## src/rtl/uart_cmd_pkg.sv

```systemverilog
// Shared constants and types for the UART command engine:
// opcodes, reply bytes, response lengths and the FSM state encoding.
package uart_cmd_pkg;

  localparam logic [7:0] OP_WRITE = 8'h57;
  localparam logic [7:0] OP_READ  = 8'h52;
  localparam logic [7:0] OP_START = 8'h53;
  localparam logic [7:0] OP_DUMP  = 8'h44;

  localparam logic [7:0] BYTE_ACK = 8'h06;
  localparam logic [7:0] BYTE_NAK = 8'h15;

  localparam logic [2:0] LEN_ACK  = 3'd1;
  localparam logic [2:0] LEN_READ = 3'd2;
  localparam logic [2:0] LEN_DUMP = 3'd6;

  typedef enum logic [2:0] {
    IDLE,
    ARGS,
    MEM,
    RESP,
    WAIT_BUSY,
    WAIT_DONE
  } state_t;

  // Number of argument bytes that follow an opcode; 0 means execute immediately.
  function automatic logic [2:0] args_needed(input logic [7:0] op);
    if (op == OP_WRITE) return 3'd4;
    if (op == OP_READ)  return 3'd2;
    return 3'd0;
  endfunction

endpackage

```

## src/rtl/uart_resp_shifter.sv

```systemverilog
// Response buffer (up to 6 bytes, MSB-first) and the valid/busy handshake
// toward the UART transmitter. Pulses done after the last byte has shifted out.
module uart_resp_shifter
  import uart_cmd_pkg::*;
(
  input  logic        clk,
  input  logic        rst_n,
  input  logic        load,
  input  logic [2:0]  len,
  input  logic [47:0] resp_data,
  output logic        txValid,
  output logic [7:0]  txData,
  input  logic        txBusy,
  output logic        done
);

  state_t      state_reg, state_next;
  logic [2:0]  idx_reg, idx_next;
  logic [2:0]  len_reg;
  logic [47:0] buf_reg;
  logic [7:0]  byte_arr [8];

  genvar gi;
  generate
    for (gi = 0; gi < 8; gi++) begin : g_bytes
      if (gi < 6) begin : g_used
        assign byte_arr[gi] = buf_reg[47 - 8*gi -: 8];
      end else begin : g_pad
        assign byte_arr[gi] = 8'h00;
      end
    end
  endgenerate

  always_ff @(posedge clk or negedge rst_n) begin
    if (!rst_n) begin
      state_reg <= IDLE;
      idx_reg   <= 3'd0;
      len_reg   <= 3'd0;
      buf_reg   <= 48'h0;
    end else begin
      state_reg <= state_next;
      idx_reg   <= idx_next;
      if (load && state_reg == IDLE) begin
        len_reg <= len;
        buf_reg <= resp_data;
      end
    end
  end

  always_comb begin
    state_next = state_reg;
    idx_next   = idx_reg;
    done       = 1'b0;
    case (state_reg)
      IDLE: begin
        if (load) begin
          state_next = RESP;
          idx_next   = 3'd0;
        end
      end
      RESP: state_next = WAIT_BUSY;
      WAIT_BUSY: begin
        if (txBusy) state_next = WAIT_DONE;
      end
      WAIT_DONE: begin
        // Entered only after busy was seen high, so low here is the falling edge.
        if (!txBusy) begin
          if (idx_reg == len_reg - 3'd1) begin
            state_next = IDLE;
            done       = 1'b1;
          end else begin
            state_next = RESP;
            idx_next   = idx_reg + 3'd1;
          end
        end
      end
      default: state_next = IDLE;
    endcase
  end

  assign txValid = (state_reg == RESP) || (state_reg == WAIT_BUSY);
  assign txData  = txValid ? byte_arr[idx_reg] : 8'h00;

endmodule

```

## src/rtl/uart_cmd_engine.sv

```systemverilog
// Byte-serial host command decoder: assembles W/R/S/D frames from the UART
// receiver, drives the override memory port and queues reply bytes for TX.
module uart_cmd_engine
  import uart_cmd_pkg::*;
#(
  parameter int TIMEOUT_CYCLES = 2700000,
  parameter int MEM_LATENCY    = 1
) (
  input  logic        clk,
  input  logic        rst_n,
  input  logic        rxValid,
  input  logic [7:0]  rxData,
  output logic        txValid,
  output logic [7:0]  txData,
  input  logic        txBusy,
  output logic        memControl,
  output logic        memRnW,
  output logic [15:0] memAddr,
  output logic [15:0] memDataIn,
  input  logic [15:0] memDataOut,
  output logic        start,
  input  logic [15:0] dbgPc,
  input  logic [15:0] dbgAcc,
  input  logic [15:0] dbgIr,
  output logic        rxOverrun
);

  localparam int            TW       = $clog2(TIMEOUT_CYCLES);
  localparam logic [TW-1:0] TMO_LAST = TW'(TIMEOUT_CYCLES - 1);
  localparam logic [2:0]    MEM_LAST = 3'(MEM_LATENCY);

  state_t        state_reg, state_next;
  logic [7:0]    op_reg, op_next;
  logic [31:0]   arg_buf_reg, arg_buf_next;
  logic [2:0]    arg_cnt_reg, arg_cnt_next;
  logic [TW-1:0] tmo_cnt_reg, tmo_cnt_next;
  logic [2:0]    mem_cnt_reg, mem_cnt_next;
  logic [15:0]   rd_data_reg, rd_data_next;
  logic          start_reg, start_next;
  logic          overrun_reg, overrun_next;
  logic          loaded_reg, loaded_next;

  logic          shift_load;
  logic [2:0]    shift_len;
  logic [47:0]   shift_bytes;
  logic          shift_done;

  always_ff @(posedge clk or negedge rst_n) begin
    if (!rst_n) begin
      state_reg   <= IDLE;
      op_reg      <= 8'h00;
      arg_buf_reg <= 32'h0;
      arg_cnt_reg <= 3'd0;
      tmo_cnt_reg <= '0;
      mem_cnt_reg <= 3'd0;
      rd_data_reg <= 16'h0;
      start_reg   <= 1'b0;
      overrun_reg <= 1'b0;
      loaded_reg  <= 1'b0;
    end else begin
      state_reg   <= state_next;
      op_reg      <= op_next;
      arg_buf_reg <= arg_buf_next;
      arg_cnt_reg <= arg_cnt_next;
      tmo_cnt_reg <= tmo_cnt_next;
      mem_cnt_reg <= mem_cnt_next;
      rd_data_reg <= rd_data_next;
      start_reg   <= start_next;
      overrun_reg <= overrun_next;
      loaded_reg  <= loaded_next;
    end
  end

  always_comb begin
    state_next   = state_reg;
    op_next      = op_reg;
    arg_buf_next = arg_buf_reg;
    arg_cnt_next = arg_cnt_reg;
    tmo_cnt_next = tmo_cnt_reg;
    mem_cnt_next = mem_cnt_reg;
    rd_data_next = rd_data_reg;
    start_next   = 1'b0;
    overrun_next = overrun_reg;
    loaded_next  = loaded_reg;
    shift_load   = 1'b0;
    shift_len    = LEN_ACK;
    shift_bytes  = {BYTE_ACK, 40'h0};
    case (state_reg)
      IDLE: begin
        if (rxValid) begin
          op_next      = rxData;
          arg_buf_next = 32'h0;
          arg_cnt_next = 3'd0;
          tmo_cnt_next = '0;
          loaded_next  = 1'b0;
          if (args_needed(rxData) != 3'd0) begin
            state_next = ARGS;
          end else begin
            state_next = RESP;
            start_next = (rxData == OP_START);
          end
        end
      end
      ARGS: begin
        // A byte landing on the expiry cycle wins over the timeout.
        if (rxValid) begin
          arg_buf_next = {arg_buf_reg[23:0], rxData};
          arg_cnt_next = arg_cnt_reg + 3'd1;
          tmo_cnt_next = '0;
          if (arg_cnt_reg + 3'd1 == args_needed(op_reg)) begin
            state_next   = MEM;
            mem_cnt_next = 3'd0;
          end
        end else if (tmo_cnt_reg == TMO_LAST) begin
          state_next = IDLE;
        end else begin
          tmo_cnt_next = tmo_cnt_reg + TW'(1);
        end
      end
      MEM: begin
        if (rxValid) overrun_next = 1'b1;
        if (mem_cnt_reg == MEM_LAST) begin
          rd_data_next = memDataOut;
          loaded_next  = 1'b0;
          state_next   = RESP;
        end else begin
          mem_cnt_next = mem_cnt_reg + 3'd1;
        end
      end
      RESP: begin
        // Covers the whole transmission; the shifter owns the TX handshake.
        if (rxValid) overrun_next = 1'b1;
        if (!loaded_reg) begin
          shift_load  = 1'b1;
          loaded_next = 1'b1;
          if (op_reg == OP_READ) begin
            shift_len   = LEN_READ;
            shift_bytes = {rd_data_reg, 32'h0};
          end else if (op_reg == OP_DUMP) begin
            shift_len   = LEN_DUMP;
            shift_bytes = {dbgPc, dbgAcc, dbgIr};
          end else if (op_reg != OP_WRITE && op_reg != OP_START) begin
            shift_bytes = {BYTE_NAK, 40'h0};
          end
        end
        if (shift_done) state_next = IDLE;
      end
      default: state_next = IDLE;
    endcase
  end

  uart_resp_shifter u_resp_shifter (
    .clk       (clk),
    .rst_n     (rst_n),
    .load      (shift_load),
    .len       (shift_len),
    .resp_data (shift_bytes),
    .txValid   (txValid),
    .txData    (txData),
    .txBusy    (txBusy),
    .done      (shift_done)
  );

  assign memControl = (state_reg == MEM);
  assign memRnW     = memControl && (op_reg == OP_READ);
  assign memAddr    = !memControl ? 16'h0 :
                      (op_reg == OP_READ) ? arg_buf_reg[15:0] : arg_buf_reg[31:16];
  assign memDataIn  = (memControl && op_reg == OP_WRITE) ? arg_buf_reg[15:0] : 16'h0;
  assign start      = start_reg;
  assign rxOverrun  = overrun_reg;

endmodule

```

## config.mk

```make
export PLATFORM = sky130hd
export DESIGN_NAME = uart_cmd_engine
export DESIGN_NICKNAME = d
export VERILOG_FILES = /design/src/rtl/uart_cmd_pkg.sv /design/src/rtl/uart_resp_shifter.sv /design/src/rtl/uart_cmd_engine.sv
export SDC_FILE = /design/constraint.sdc
export NUM_CORES = 1
export LEC_CHECK = 0
export ABC_CLOCK_PERIOD_IN_PS = 4000
export CAP_MARGIN = 15
export CORE_MARGIN = 5
export CORE_UTILIZATION = 58
export CTS_CLUSTER_SIZE = 10
export DETAILED_ROUTE_END_ITERATION = 12
export PLACE_DENSITY = 0.91
export SKIP_CTS_REPAIR_TIMING = 1
export SLEW_MARGIN = 20
export SYNTH_ARGS = -nofsm -noshare
export SYNTH_HDL_FRONTEND = slang
export SYNTH_HIERARCHICAL = 1
export SYNTH_SLANG_ARGS = --single-unit
```

## constraint.sdc

```tcl
create_clock -name clk -period 4 [get_ports clk]
set_input_delay 0.8 -clock clk [delete_from_list [all_inputs] [get_ports clk]]
set_output_delay 0.8 -clock clk [all_outputs]
set_load 0.1 [all_outputs]
```

After elaboration in Yosys (flattened, before gate mapping)
Cells that the tools add are included.
{ "classes": {"mux": 84, "bitwise": 1, "n_eq_ne": 31, "addsub": 5, "order_cmp": 1, "n_reduce_logical": 23} }
{ "ops": {"columns": ["operator", "n"], "rows": [
  ["$mux W48", 4],
  ["$mux W3", 33],
  ["$mux W22", 3],
  ["$mux W32", 2],
  ["$pmux W32 S2", 1],
  ["$eq A8 B7 Y1 const B", 6],
  ["$mux W16", 3],
  ["$mux W45", 1],
  ["$pmux W22 S2", 1],
  ["$bmux W8 S3", 1],
  ["$mux W1", 24],
  ["$mux W8", 3],
  ["$pmux W3 S4", 2],
  ["$add A22 B1 Y22 const B", 1],
  ["$eq A22 B22 Y1 const B", 1],
  ["$pmux W3 S2", 3],
  ["$ne A2 B2 Y1 const B", 8],
  ["$ne A8 B7 Y1 const B", 2],
  ["$reduce_and A3 Y1", 4],
  ["$add A3 B1 Y3 const B", 3],
  ["$eq A3 B2 Y1 const B", 3],
  ["$ne A3 B3 Y1 const B", 3],
  ["$reduce_and A4 Y1", 2],
  ["$eq A3 B1 Y1 const B", 2],
  ["other kinds (16)", 29]
]} }
{ "totals": {"input_bits": 76, "elab_cells": 159, "out_inout_bits": 45, "ff_bits": 147} }

Logic depth before layout (Yosys ltp)
Gate-level depths: netlist of the first run.
{ "depth": {"ltp_word": 15, "mapped_depth": 9, "ltp_nobuf": 8} }

Hierarchy
Netlist of the first run, hierarchy kept.
{ "modules_own_cells": {"columns": ["module", "seq_area_each_um2", "n_inst", "area_per_inst_um2", "cells_each"], "rows": [
  ["uart_cmd_engine", 2227.1, 1, 4869.7, 556],
  ["uart_resp_shifter", 1426.4, 1, 2663.8, 182]
]} }

Worst setup path before layout of the first run
No wires, ideal clock.
{ "synth_path": {"path_kind": "register to output", "startpoint": "register op_reg[5]", "endpoint": "output port memAddr[10]", "arrival_time_ns": 3.143, "stages_incl_launch_ff": 7, "path_slack_ns": 0.057, "path_cell_list": "dfrtp_1 -> or4b_1 -> buf_2 -> nor4_4 -> buf_2 -> nand2_1 -> a21oi_1"} }
{ "synth_via": {"elab_chain_len": 3} }
{ "synth_lines": {"columns": ["item", "line", "rtl"], "rows": [
  ["start: declaration", "uart_cmd_engine.sv:33", "logic [7:0] op_reg, op_next;"],
  ["start signal: assignment", "uart_cmd_engine.sv:62", "op_reg <= op_next;"],
  ["$eq A8 B7 Y1", "uart_cmd_engine.sv:167", "(op_reg == OP_READ) ? arg_buf_reg[15:0] : arg_buf_reg[31:16];"],
  ["$mux W16", "uart_cmd_engine.sv:167", null],
  ["$mux W16", "uart_cmd_engine.sv:166", "assign memAddr = !memControl ? 16'h0 :"],
  ["end: declaration", "uart_cmd_engine.sv:18", "output logic [15:0] memAddr,"]
]} }
No other way between the ends.

Worst setup path in the final report of the first run
{ "layout_path": {"startpoint": "register op_reg[5]", "endpoint": "output port memDataIn[0]"} }
{ "layout_via": {"elab_chain_len": 3} }
{ "layout_lines": {"columns": ["item", "line", "rtl"], "rows": [
  ["$eq A8 B7 Y1", "uart_cmd_engine.sv:168", "assign memDataIn = (memControl && op_reg == OP_WRITE) ? arg_buf_reg[15:0] : 16'h0;"],
  ["$logic_and A1 B1 Y1", "uart_cmd_engine.sv:168", null],
  ["$mux W16", "uart_cmd_engine.sv:168", null],
  ["end: declaration", "uart_cmd_engine.sv:19", "output logic [15:0] memDataIn,"]
]} }
No other way between the ends.

==> reports/metrics.csv, run 1 <==
stage;metric;value;unit
worst_setup_path;r2r-end;u_resp_shifter/buf_reg[42]$_DFFE_PN0P_;
sta;hold_viol;0;
worst_setup_path;worstPathRequired;3.20;ns
worst_setup_path;critPathArrivalTime;2.94;ns
power;peakVddDrop;0.371;mV
global_route;use_met2;0.495;
global_route;grt_pass1_vias;6670;
synthesis;yosys.area.top_type_share;0.485;
sta;setup_viol;0;
sta;fin_ws;0.258;ns
layout;largest_reg_flops;48;
floorplan;core;12700;sq um
worst_setup_path;worstRegToRegCells;6;
synthesis;synth_top_area_cell;dfrtp_1;
worst_setup_path;cp_max_fo;16;
place;pre_cts_slack;0.727;ns
global_route;track_usage;0.297;
power;power_density;551;nW/um^2
synthesis;yosys_warnings;6;
layout;syn_to_final_growth;29.5;%
floorplan;rows;41;
synthesis;synth_area_leaders;dfrtp_1 (48%), mux2_1 (8.8%), nand2_1 (6.4%);
sta;worstMarginPinSlew;0.980;ns
floorplan;ios;121;
floorplan;dieWidth;124;microns
sta;finalCriticalPeriod;3.74;ns
global_route;busiest_layer;met2;
sta;max_freq;267;MHz
worst_setup_path;cp_num_buf_inv;1;
synthesis;synthCells;738;
routing;firstDrtPassIters;5;
layout;fin_area;9760;sq um
power;leakagePower;0.00452;uW
cts;clk_pin_slew_worst_paths;0.06;ns
sta;fin_crit_sh;0.936;
sta;hold_ws;0.463;ns
layout;drive_gt1_frac;0.155;
sta;rsz0062_at_grt;false;
outcome;status;finished, final reports clean;
worst_setup_path;end_kind;output port;
routing;route.detailed.drc;0;
floorplan;die-area;15400;sq um
worst_setup_path;slowest_delay;0.70;ns
place;post_dp_cell_area;9160;sq um
worst_setup_path;r2r_slack;0.72;ns
hold_path;hold_class;reg -> reg;
hold_path;hp-start;rxOverrun$_DFFE_PN0P_;
place;portBuffers;120;
layout;final_nets;921;
synthesis;async_reset_ff_frac;1.00;
hold_path;min_to;rxOverrun$_DFFE_PN0P_;
cts;tritoncts;built;
global_route;grt_use_met1;0.378;
synthesis;synth_common_cells;dfrtp_1 (146), nand2_1 (129), mux2_1 (59), nand3_1 (41);
synthesis;netlist_area;7530;sq um
floorplan;start_util;0.595;
place;dp_hpwl;14100;microns
synthesis;synth_seq_cells;146;
sta;max_slew_margin;0.345;
sta;final.setup.tns;0;ns
hold_path;hold_depth;1;
worst_setup_path;cp_cell_sequence;or4b_1, nor2_1, nand2_1, nor3_2, and2_1, buf_12;
global_route;globalRouteMet3Util;0.0767;
worst_setup_path;crit_family;simple AND/OR/NAND/NOR gates;
sta;clock_skew;0.00685;ns
routing;wl_per_cell;21.0;microns
routing;via_per_inst;6.23;
global_route;antenna_found_initial;0;
synthesis;syn_avg_cell_area;10.2;sq um
floorplan;die_height;124;microns
routing;dr_total_vias;6378;
global_route;grt_overflow_total;0;
global_route;grt_max_degree;103;
cts;cts_buffer_depth;2;
cts;htreeDepth;4;
synthesis;yosysMostFrequentCell;dfrtp_1;
routing;drt_iter0_drc;768;
flow_run;maxCapViolCount;0;
worst_setup_path;crit_slowest_cell;or4b_1;
place;place_congestion;0.897;
routing;ant_nets;0;
worst_setup_path;start_kind;flip-flop;
global_route;grt_pass1_wl;35100;microns
synthesis;syn_nets;820;
cts;insertion_delay;0.42;ns
synthesis;synthFlopType;dfrtp_1;
cts;clock_sinks;146;
worst_setup_path;crit_type;reg -> out;
cts;cts_root_buffer;clkbuf_16;
worst_setup_path;reg2reg_from;op_reg[5]$_DFFE_PN0P_;
sta;maxSlewViolCount;0;
layout;diodes;0;
synthesis;synth-edff-count;0;
cts;numCtsBuffers;17;
layout;fillCellCount;706;
synthesis;synth.distinct_cells;59;
routing;routed_wirelength;21500;microns
synthesis;ys_seq_area_frac;0.485;
[layout by cell type (no fill, tap or decap), types with 5 or more instances in the layout]
cell type,n
buf_12,34
a22o_1,14
nand4_1,5
a22oi_1,9
and2_1,19
nand2b_1,7
buf_4,19
clkbuf_16,17
or4_1,6
mux2_1,59
dfrtp_1,146
nor2_1,25
nand2_1,129
o21ai_0,22
mux4_2,8
or3_1,9
and3_1,35
ha_1,6
clkdlybuf4s50_1,76
nand3b_1,5
mux2_2,23
a21oi_1,32
nor3_1,5
inv_1,16
o31ai_1,7
nand3_1,41
[how the worst max path moves through the flow]
stage                           from      endpoint  slack, ns  cells past startpoint
3_5_place_dp   op_reg[5]$_DFFE_PN0P_    memAddr[2]       0.73                      5
2_1_floorplan  op_reg[5]$_DFFE_PN0P_   memAddr[10]       0.06                      6
4_1_cts        op_reg[5]$_DFFE_PN0P_  memDataIn[0]       0.27                      6
5_1_grt        op_reg[3]$_DFFE_PN0P_  memDataIn[0]       0.04                      6
6_report       op_reg[5]$_DFFE_PN0P_  memDataIn[0]       0.26                      6
3_3_place_gp   op_reg[5]$_DFFE_PN0P_   memAddr[12]       0.84                      5
[stage by stage]
| stage | std cells | total power (uW) | utilization |
|---|---|---|---|
| after floorplan | 738 | 3170 | - |
| after global placement | 992 | 3620 | 0.723 |
| after detailed placement | 992 | 3740 | 0.723 |
| after CTS | 1023 | 5360 | 0.770 |
| after global routing | 1023 | 5620 | 0.770 |
| final | 1023 | 5380 | 0.770 |
[power by group]
| part | total (uW) | switching [uW] | internal (uW) |
|---|---|---|---|
| sequential | 2200 | 392 | 1810 |
| combinational | 1590 | 977 | 609 |
| clock | 1590 | 626 | 967 |
[routing by layer]
layer	vias up	routed length [microns]
met5	-	0
met4	0	637
met2	368	10800
met3	68	1890
li1	2810	-
met1	3132	8150
[area by class of cell]
type                    instances  area [sq um]  area share
clock inverters                11           130      0.0133
clock buffers                  20           467      0.0478
well taps                     172           215      0.0221
multi-input cells             527          3630       0.372
inverters                      17          63.8     0.00654
repair buffers                130          1600       0.163
flip-flops and latches        146          3650       0.374
[kinds of logic (layout without fill, tap and decap cells)]
kind of cell,after synthesis,count (layout),synth area share
muxes,91,91,0.148
AOI/OAI and AO/OA,106,106,0.0913
xor gates and xnor gates,10,10,0.0173
and+or+nand+nor,314,314,0.214
DFF,146,146,0.485
adders and majority gates,6,6,0.00996
buffers and inverters,65,178,0.0350
[worst reg2reg max path: cells and delay by family (launching register included)]
family           cells  cell delay [ns]
multiplexers         1             0.32
AO/OA/AOI/OAI        1             0.17
AND/OR/NAND/NOR      4             2.31
flip-flops           1             0.37
Power figures use the tool's default switching activity.
==> run 2, diff against run 1 <==
--- a/config.mk
+++ b/config.mk
@@ -5,12 +5,14 @@
 export SDC_FILE = /design/constraint.sdc
 export NUM_CORES = 1
 export LEC_CHECK = 0
+export ABC_AREA = 1
 export ABC_CLOCK_PERIOD_IN_PS = 4000
 export CAP_MARGIN = 15
-export CORE_MARGIN = 5
-export CORE_UTILIZATION = 58
+export CORE_MARGIN = 2
+export CORE_UTILIZATION = 59
 export CTS_CLUSTER_SIZE = 10
 export DETAILED_ROUTE_END_ITERATION = 12
+export HOLD_SLACK_MARGIN = 0.03
 export PLACE_DENSITY = 0.91
 export SKIP_CTS_REPAIR_TIMING = 1
 export SLEW_MARGIN = 20
==> run 2 against run 1 <==
Effect of this change:
- clock-buffer cell count unchanged
- maximum frequency up 12%
- cell area up 1.5%
- first-iteration DRC count down 20%
- clock skew up 0.0019 ns
- non-clock buffer count down 2
- via count up 13%
- highest routed layer unchanged
==> reports/metrics.csv, run 2 <==
stage;metric;value;unit
floorplan;die-area;14600;sq um
power;internal-power;3900;uW
flow_run;maxCapViolCount;0;
cts;htreeDepth;4;
routing;route.detailed.drc;0;
routing;routed_wirelength;20700;microns
cts;insertion_delay;0.42;ns
worst_setup_path;reg2reg_from;state_reg[1]$_DFFE_PN0P_;
floorplan;die_height;121;microns
routing;ant_nets;0;
sta;final.setup.tns;0;ns
power;netSwitchingFraction;0.398;
synthesis;ys_seq_area_frac;0.453;
routing;wl_per_cell;16.1;microns
sta;hold_viol;0;
power;power_density;654;nW/um^2
global_route;track_usage;0.293;
place;dp_hpwl;13700;microns
synthesis;synthFlopType;dfrtp_1;
sta;setup_viol;0;
routing;firstDrtPassIters;5;
sta;maxSlewViolCount;0;
cts;clock_sinks;146;
floorplan;core;13300;sq um
synthesis;synth-edff-count;0;
global_route;grt_pass1_vias;6995;
global_route;grt_pass1_wl;33700;microns
power;total_power;6480;uW
cts;clk_pin_slew_worst_paths;0.06;ns
cts;cts_root_buffer;clkbuf_16;
power;peakVddDrop;0.422;mV
power;p_comb_frac;0.385;
worst_setup_path;end_kind;output port;
place;portBuffers;120;
worst_setup_path;critPathArrivalTime;2.54;ns
power;power_frac_seq;0.365;
worst_setup_path;cp_num_buf_inv;3;
synthesis;synthCells;992;
cts;tritoncts;built;
routing;dr_total_vias;7208;
synthesis;yosys.area.top_type_share;0.453;
cts;numCtsBuffers;17;
hold_path;hold_class;in -> async;
layout;drive_gt1_frac;0.170;
worst_setup_path;crit_family;simple AND/OR/NAND/NOR gates;
layout;fillCellCount;913;
cts;cts_buffer_depth;2;
synthesis;synth_seq_cells;146;
synthesis;syn_nets;1074;
worst_setup_path;cp_cell_sequence;inv_1, nand2_1, nor2_2, nand2_1, buf_4, o21ai_0, a21oi_1, buf_4;
layout;final_cell_mix;nand2_1 (218), dfrtp_1 (146), nor2_1 (129);
worst_setup_path;start_kind;flip-flop;
sta;finalCriticalPeriod;3.34;ns
sta;worstMarginPinSlew;1.02;ns
routing;via_per_inst;5.60;
layout;final_nets;1181;
global_route;grt_overflow_total;0;
synthesis;yosysMostFrequentCell;nand2_1;
global_route;grt_max_degree;91;
worst_setup_path;crit_slowest_cell;nand2_1;
global_route;antenna_found_initial;0;
layout;final_common_cell;nand2_1;
place;place_congestion;0.912;
synthesis;netlist_area;8070;sq um
floorplan;ios;121;
sta;fin_crit_sh;0.835;
sta;max_slew_margin;0.318;
worst_setup_path;cp_max_fo;23;
sta;clock_skew;0.00875;ns
synthesis;synth.distinct_cells;37;
layout;syn_to_final_growth;22.7;%
worst_setup_path;crit_type;reg -> out;
routing;drt_iter0_drc;616;
synthesis;synth_top_area_cell;dfrtp_1;
synthesis;yosys_warnings;6;
floorplan;dieWidth;121;microns
power;leakagePower;0.00487;uW
power;power.share.clock;0.250;
layout;diodes;0;
sta;rsz0062_at_grt;false;
layout;largest_reg_flops;48;
worst_setup_path;worstPathRequired;3.20;ns
power;power_switching;2580;uW
floorplan;rows;42;
worst_setup_path;r2r_slack;1.40;ns
worst_setup_path;r2r-end;u_resp_shifter/buf_reg[5]$_DFFE_PN0P_;
outcome;status;finished, final reports clean;
synthesis;synth_area_leaders;dfrtp_1 (45%), nand2_1 (10%), mux2_4 (8.2%);
floorplan;start_util;0.607;
worst_setup_path;worstRegToRegCells;4;
synthesis;syn_avg_cell_area;8.14;sq um
synthesis;synth_common_cells;nand2_1 (218), dfrtp_1 (146), nor2_1 (129), inv_1 (115), o21ai_0 (55);
sta;max_freq;299;MHz
synthesis;async_reset_ff_frac;1.00;
worst_setup_path;slowest_delay;0.42;ns
-- run 2: changes by cell type after synthesis, sizes merged, moves of 11 or more --
cell,previous run,this run
and2,19,0
mux2,82,48
o21ai,24,87
nand3,41,52
nand2,129,222
and3,35,1
o22ai,2,29
nor2,27,139
inv,17,134
a22o,14,1
clkbuf,35,20
-- run 2: final cells by class --
| class | count | area (sq um) | area share |
|---|---|---|---|
| tap | 176 | 220 | 0.0222 |
| clock buffer | 20 | 447 | 0.0451 |
| timing repair buffer | 128 | 1190 | 0.120 |
| clock inverter | 12 | 156 | 0.0158 |
| sequential | 146 | 3650 | 0.369 |
| inverter | 134 | 503 | 0.0508 |
| multi-input combinational | 672 | 3730 | 0.377 |
-- run 2: through the flow --
stage	setup WS (ns)	hold slack [ns]	cells	utilization	cell area (sq um)
global route	0.490	0.502	1288	0.745	9900
finish	0.660	0.451	1288	0.745	9900
detailed placement	0.855	0.459	1256	0.700	9300
global placement	0.974	0.455	1256	0.700	9300
floorplan	0.281	0.442	992	-	8110
CTS	0.657	0.475	1288	0.745	9900
-- run 2: cells by family after synthesis --
| family | share of synthesized area |
|---|---|
| flip-flops | 0.453 |
| buffers and inverters | 0.0894 |
| AO/OA/AOI/OAI | 0.113 |
| multiplexers | 0.0874 |
| AND/OR/NAND/NOR | 0.234 |
| adder cells (fa/ha/maj) | 0.00930 |
| XOR/XNOR | 0.0141 |
-- run 2: worst max-delay path by stage --
stage                             startpoint                         end  slack, ns  cells past startpoint
finish                 op_reg[7]$_DFFE_PN0P_                  memAddr[0]       0.66                      8
global route           op_reg[7]$_DFFE_PN0P_                  memAddr[0]       0.49                      8
CTS                    op_reg[7]$_DFFE_PN0P_                  memAddr[0]       0.66                      8
detailed placement                   rxValid  mem_cnt_reg[1]$_DFFE_PN0P_       0.85                     10
global placement                     rxValid  mem_cnt_reg[2]$_DFFE_PN0P_       0.97                     10
floorplan           state_reg[1]$_DFFE_PN0P_                 memAddr[10]       0.28                      6
-- run 2: power by group through the flow --
stage          clock [uW]  combinational [uW]  sequential (uW)
2_1_floorplan           0                1940             2260
3_3_place_gp            0                2350             2330
3_5_place_dp            0                2430             2360
4_1_cts              1640                2480             2350
5_1_grt              1700                2720             2420
6_report             1620                2490             2370
-- run 2: routing by layer --
layer	vias to the layer above	global-route usage	part of all wire
li1	3423	-	-
met1	3393	0.368	0.40
met2	334	0.492	0.50
met3	58	0.0639	0.069
met4	0	0.118	0.032
met5	-	0	0
==> run 3, diff against run 2 <==
--- a/config.mk
+++ b/config.mk
@@ -6,14 +6,14 @@
 export NUM_CORES = 1
 export LEC_CHECK = 0
 export ABC_AREA = 1
-export ABC_CLOCK_PERIOD_IN_PS = 4000
+export ABC_CLOCK_PERIOD_IN_PS = 2960
 export CAP_MARGIN = 15
 export CORE_MARGIN = 2
-export CORE_UTILIZATION = 59
+export CORE_UTILIZATION = 50
 export CTS_CLUSTER_SIZE = 10
 export DETAILED_ROUTE_END_ITERATION = 12
 export HOLD_SLACK_MARGIN = 0.03
-export PLACE_DENSITY = 0.91
+export PLACE_DENSITY = 0.83
 export SKIP_CTS_REPAIR_TIMING = 1
 export SLEW_MARGIN = 20
 export SYNTH_ARGS = -nofsm -noshare
==> constraint.sdc (replaced) <==
create_clock -name clk -period 2.96 [get_ports clk]
set_input_delay 0.592 -clock clk [delete_from_list [all_inputs] [get_ports clk]]
set_output_delay 0.592 -clock clk [all_outputs]
set_load 0.1 [all_outputs]
==> run 3 against run 2 <==
Effect of this change:
- sequential share of layout area is 2.4 points lower
- non-clock buffer count is 12 higher
- sequential cell count stayed put
- cell area is 6.9% higher
- combinational power is 43% higher
- critical path depth is 1 lower
- wire length is 5.0% higher
- worst hold slack worse by 0.30 ns
- via count is 0.67% lower
- critical endpoint unchanged
==> reports/metrics.csv, run 3 (synthesized netlist as in run 2, its figures left out) <==
stage;metric;value;unit
outcome;status;finished, final reports clean;
cts;numCtsBuffers;17;
sta;rsz0062_at_grt;false;
sta;final.setup.tns;0;ns
worst_setup_path;r2r_slack;0.67;ns
place;place_congestion;0.891;
floorplan;die-area;17200;sq um
floorplan;start_util;0.510;
worst_setup_path;r2r-end;u_resp_shifter/buf_reg[13]$_DFFE_PN0P_;
global_route;grt_pass1_wl;35300;microns
layout;multi_input_area;3790;sq um
cts;cts_root_buffer;clkbuf_16;
layout;drive_gt1_frac;0.197;
routing;via_per_inst;5.34;
cts;htreeDepth;4;
global_route;track_usage;0.268;
routing;dr_total_vias;7160;
cts;tritoncts;built;
routing;wl_per_cell;16.2;microns
floorplan;core;15800;sq um
sta;max_slew_margin;0.366;
layout;syn_to_final_growth;31.1;%
global_route;grt_max_degree;72;
floorplan;rows;46;
flow_run;maxCapViolCount;0;
place;dp_hpwl;15500;microns
layout;instances_no_fill;1340;
worst_setup_path;worstRegToRegCells;4;
worst_setup_path;end_kind;output port;
routing;route.detailed.drc;0;
floorplan;dieWidth;131;microns
place;portBuffers;120;
place;pre_cts_slack;0.709;ns
sta;max_freq;361;MHz
global_route;grt_pass1_vias;7040;
cts;insertion_delay;0.42;ns
sta;hold_ws;0.150;ns
worst_setup_path;crit_type;reg -> out;
power;leakagePower;0.00505;uW
worst_setup_path;start_kind;flip-flop;
sta;worstMarginPinSlew;0.952;ns
power;peakVddDrop;0.507;mV
global_route;grt_overflow_total;0;
sta;finalCriticalPeriod;2.77;ns
routing;ant_nets;0;
sta;hold_viol;0;
layout;fillCellCount;1242;
layout;diodes;0;
sta;setup_viol;0;
cts;cts_buffer_depth;2;
layout;largest_reg_flops;48;
worst_setup_path;reg2reg_from;state_reg[1]$_DFFE_PN0P_;
routing;firstDrtPassIters;5;
layout;final_cell_mix;nand2_1 (218), dfrtp_1 (146), nor2_1 (119);
power;power_density;853;nW/um^2
cts;clock_sinks;146;
sta;fin_ws;0.192;ns
place;place_inst;1308;
worst_setup_path;critPathArrivalTime;2.18;ns
floorplan;die_height;131;microns
hold_path;hold_class;in -> async;
sta;fin_crit_sh;0.935;
routing;routed_wirelength;21800;microns
sta;clock_skew;0.0124;ns
layout;ff_latch_area;3650;sq um
floorplan;ios;121;
worst_setup_path;worstPathRequired;2.37;ns
cts;clk_pin_slew_worst_paths;0.06;ns
worst_setup_path;cp_max_fo;25;
layout;final_nets;1193;
power;total_power;9030;uW
layout;final_common_cell;nand2_1;
routing;drt_iter0_drc;600;
sta;maxSlewViolCount;0;
global_route;antenna_found_initial;0;
-- run 3: cell types whose count changed in the layout (fill, tap and decap cells not counted) --
cell and change:
clkdlybuf4s50_1 -2, nor2_2 +10, nor2_1 -10, clkbuf_8 +5, clkinvlp_4 -2, a21oi_2 +8
clkinv_4 -2, bufinv_16 -1, buf_12 +39, buf_4 -25, a21oi_1 -8
-- run 3: how the worst max path moves through the flow --
stage | cells past startpoint | end | startpoint
floorplan | 7 | memAddr[0] | op_reg[7]$_DFFE_PN0P_
global placement | 8 | tmo_cnt_reg[6]$_DFFE_PN0P_ | tmo_cnt_reg[0]$_DFFE_PN0P_
detailed placement | 4 | u_resp_shifter/buf_reg[12]$_DFFE_PN0P_ | state_reg[1]$_DFFE_PN0P_
CTS | 7 | memAddr[2] | op_reg[0]$_DFFE_PN0P_
global route | 8 | memAddr[8] | op_reg[0]$_DFFE_PN0P_
finish | 7 | memAddr[0] | op_reg[0]$_DFFE_PN0P_
-- run 3: cell type report --
cell class	instances	share of cell area
clock buffers	25	0.0487
clock inverters	7	0.00886
inverters	134	0.0475
multi-input cells	672	0.358
flip-flops and latches	146	0.345
well taps	216	0.0255
repair buffers	140	0.167
-- run 3: metal layers --
layer	vias up	share of wire	global-route usage
met4	0	0.030	0.113
met1	3420	0.41	0.337
met5	-	0	0
met3	47	0.059	0.0471
li1	3438	-	-
met2	255	0.50	0.459
-- run 3: power breakdown --
part	total (uW)	leakage [uW]	switching, uW	internal [uW]
clock network	2210	0.000296	831	1380
registers	3260	0.00193	525	2730
logic	3560	0.00283	2180	1380
-- run 3: worst max-delay path, stage by stage, from the launching register on --
cell     delay [ns]
dfrtp_1        0.41
inv_1          0.12
nand2_1        0.09
nor2_1         0.21
nand2_1        0.11
buf_4          0.24
a21oi_1        0.35
buf_12         0.22
-- run 3: metrics by stage --
step | instance area, sq um | utilization
global placement | 9980 | 0.631
global route | 10600 | 0.669
finish | 10600 | 0.669
floorplan | 8160 | -
CTS | 10600 | 0.669
detailed placement | 9980 | 0.631
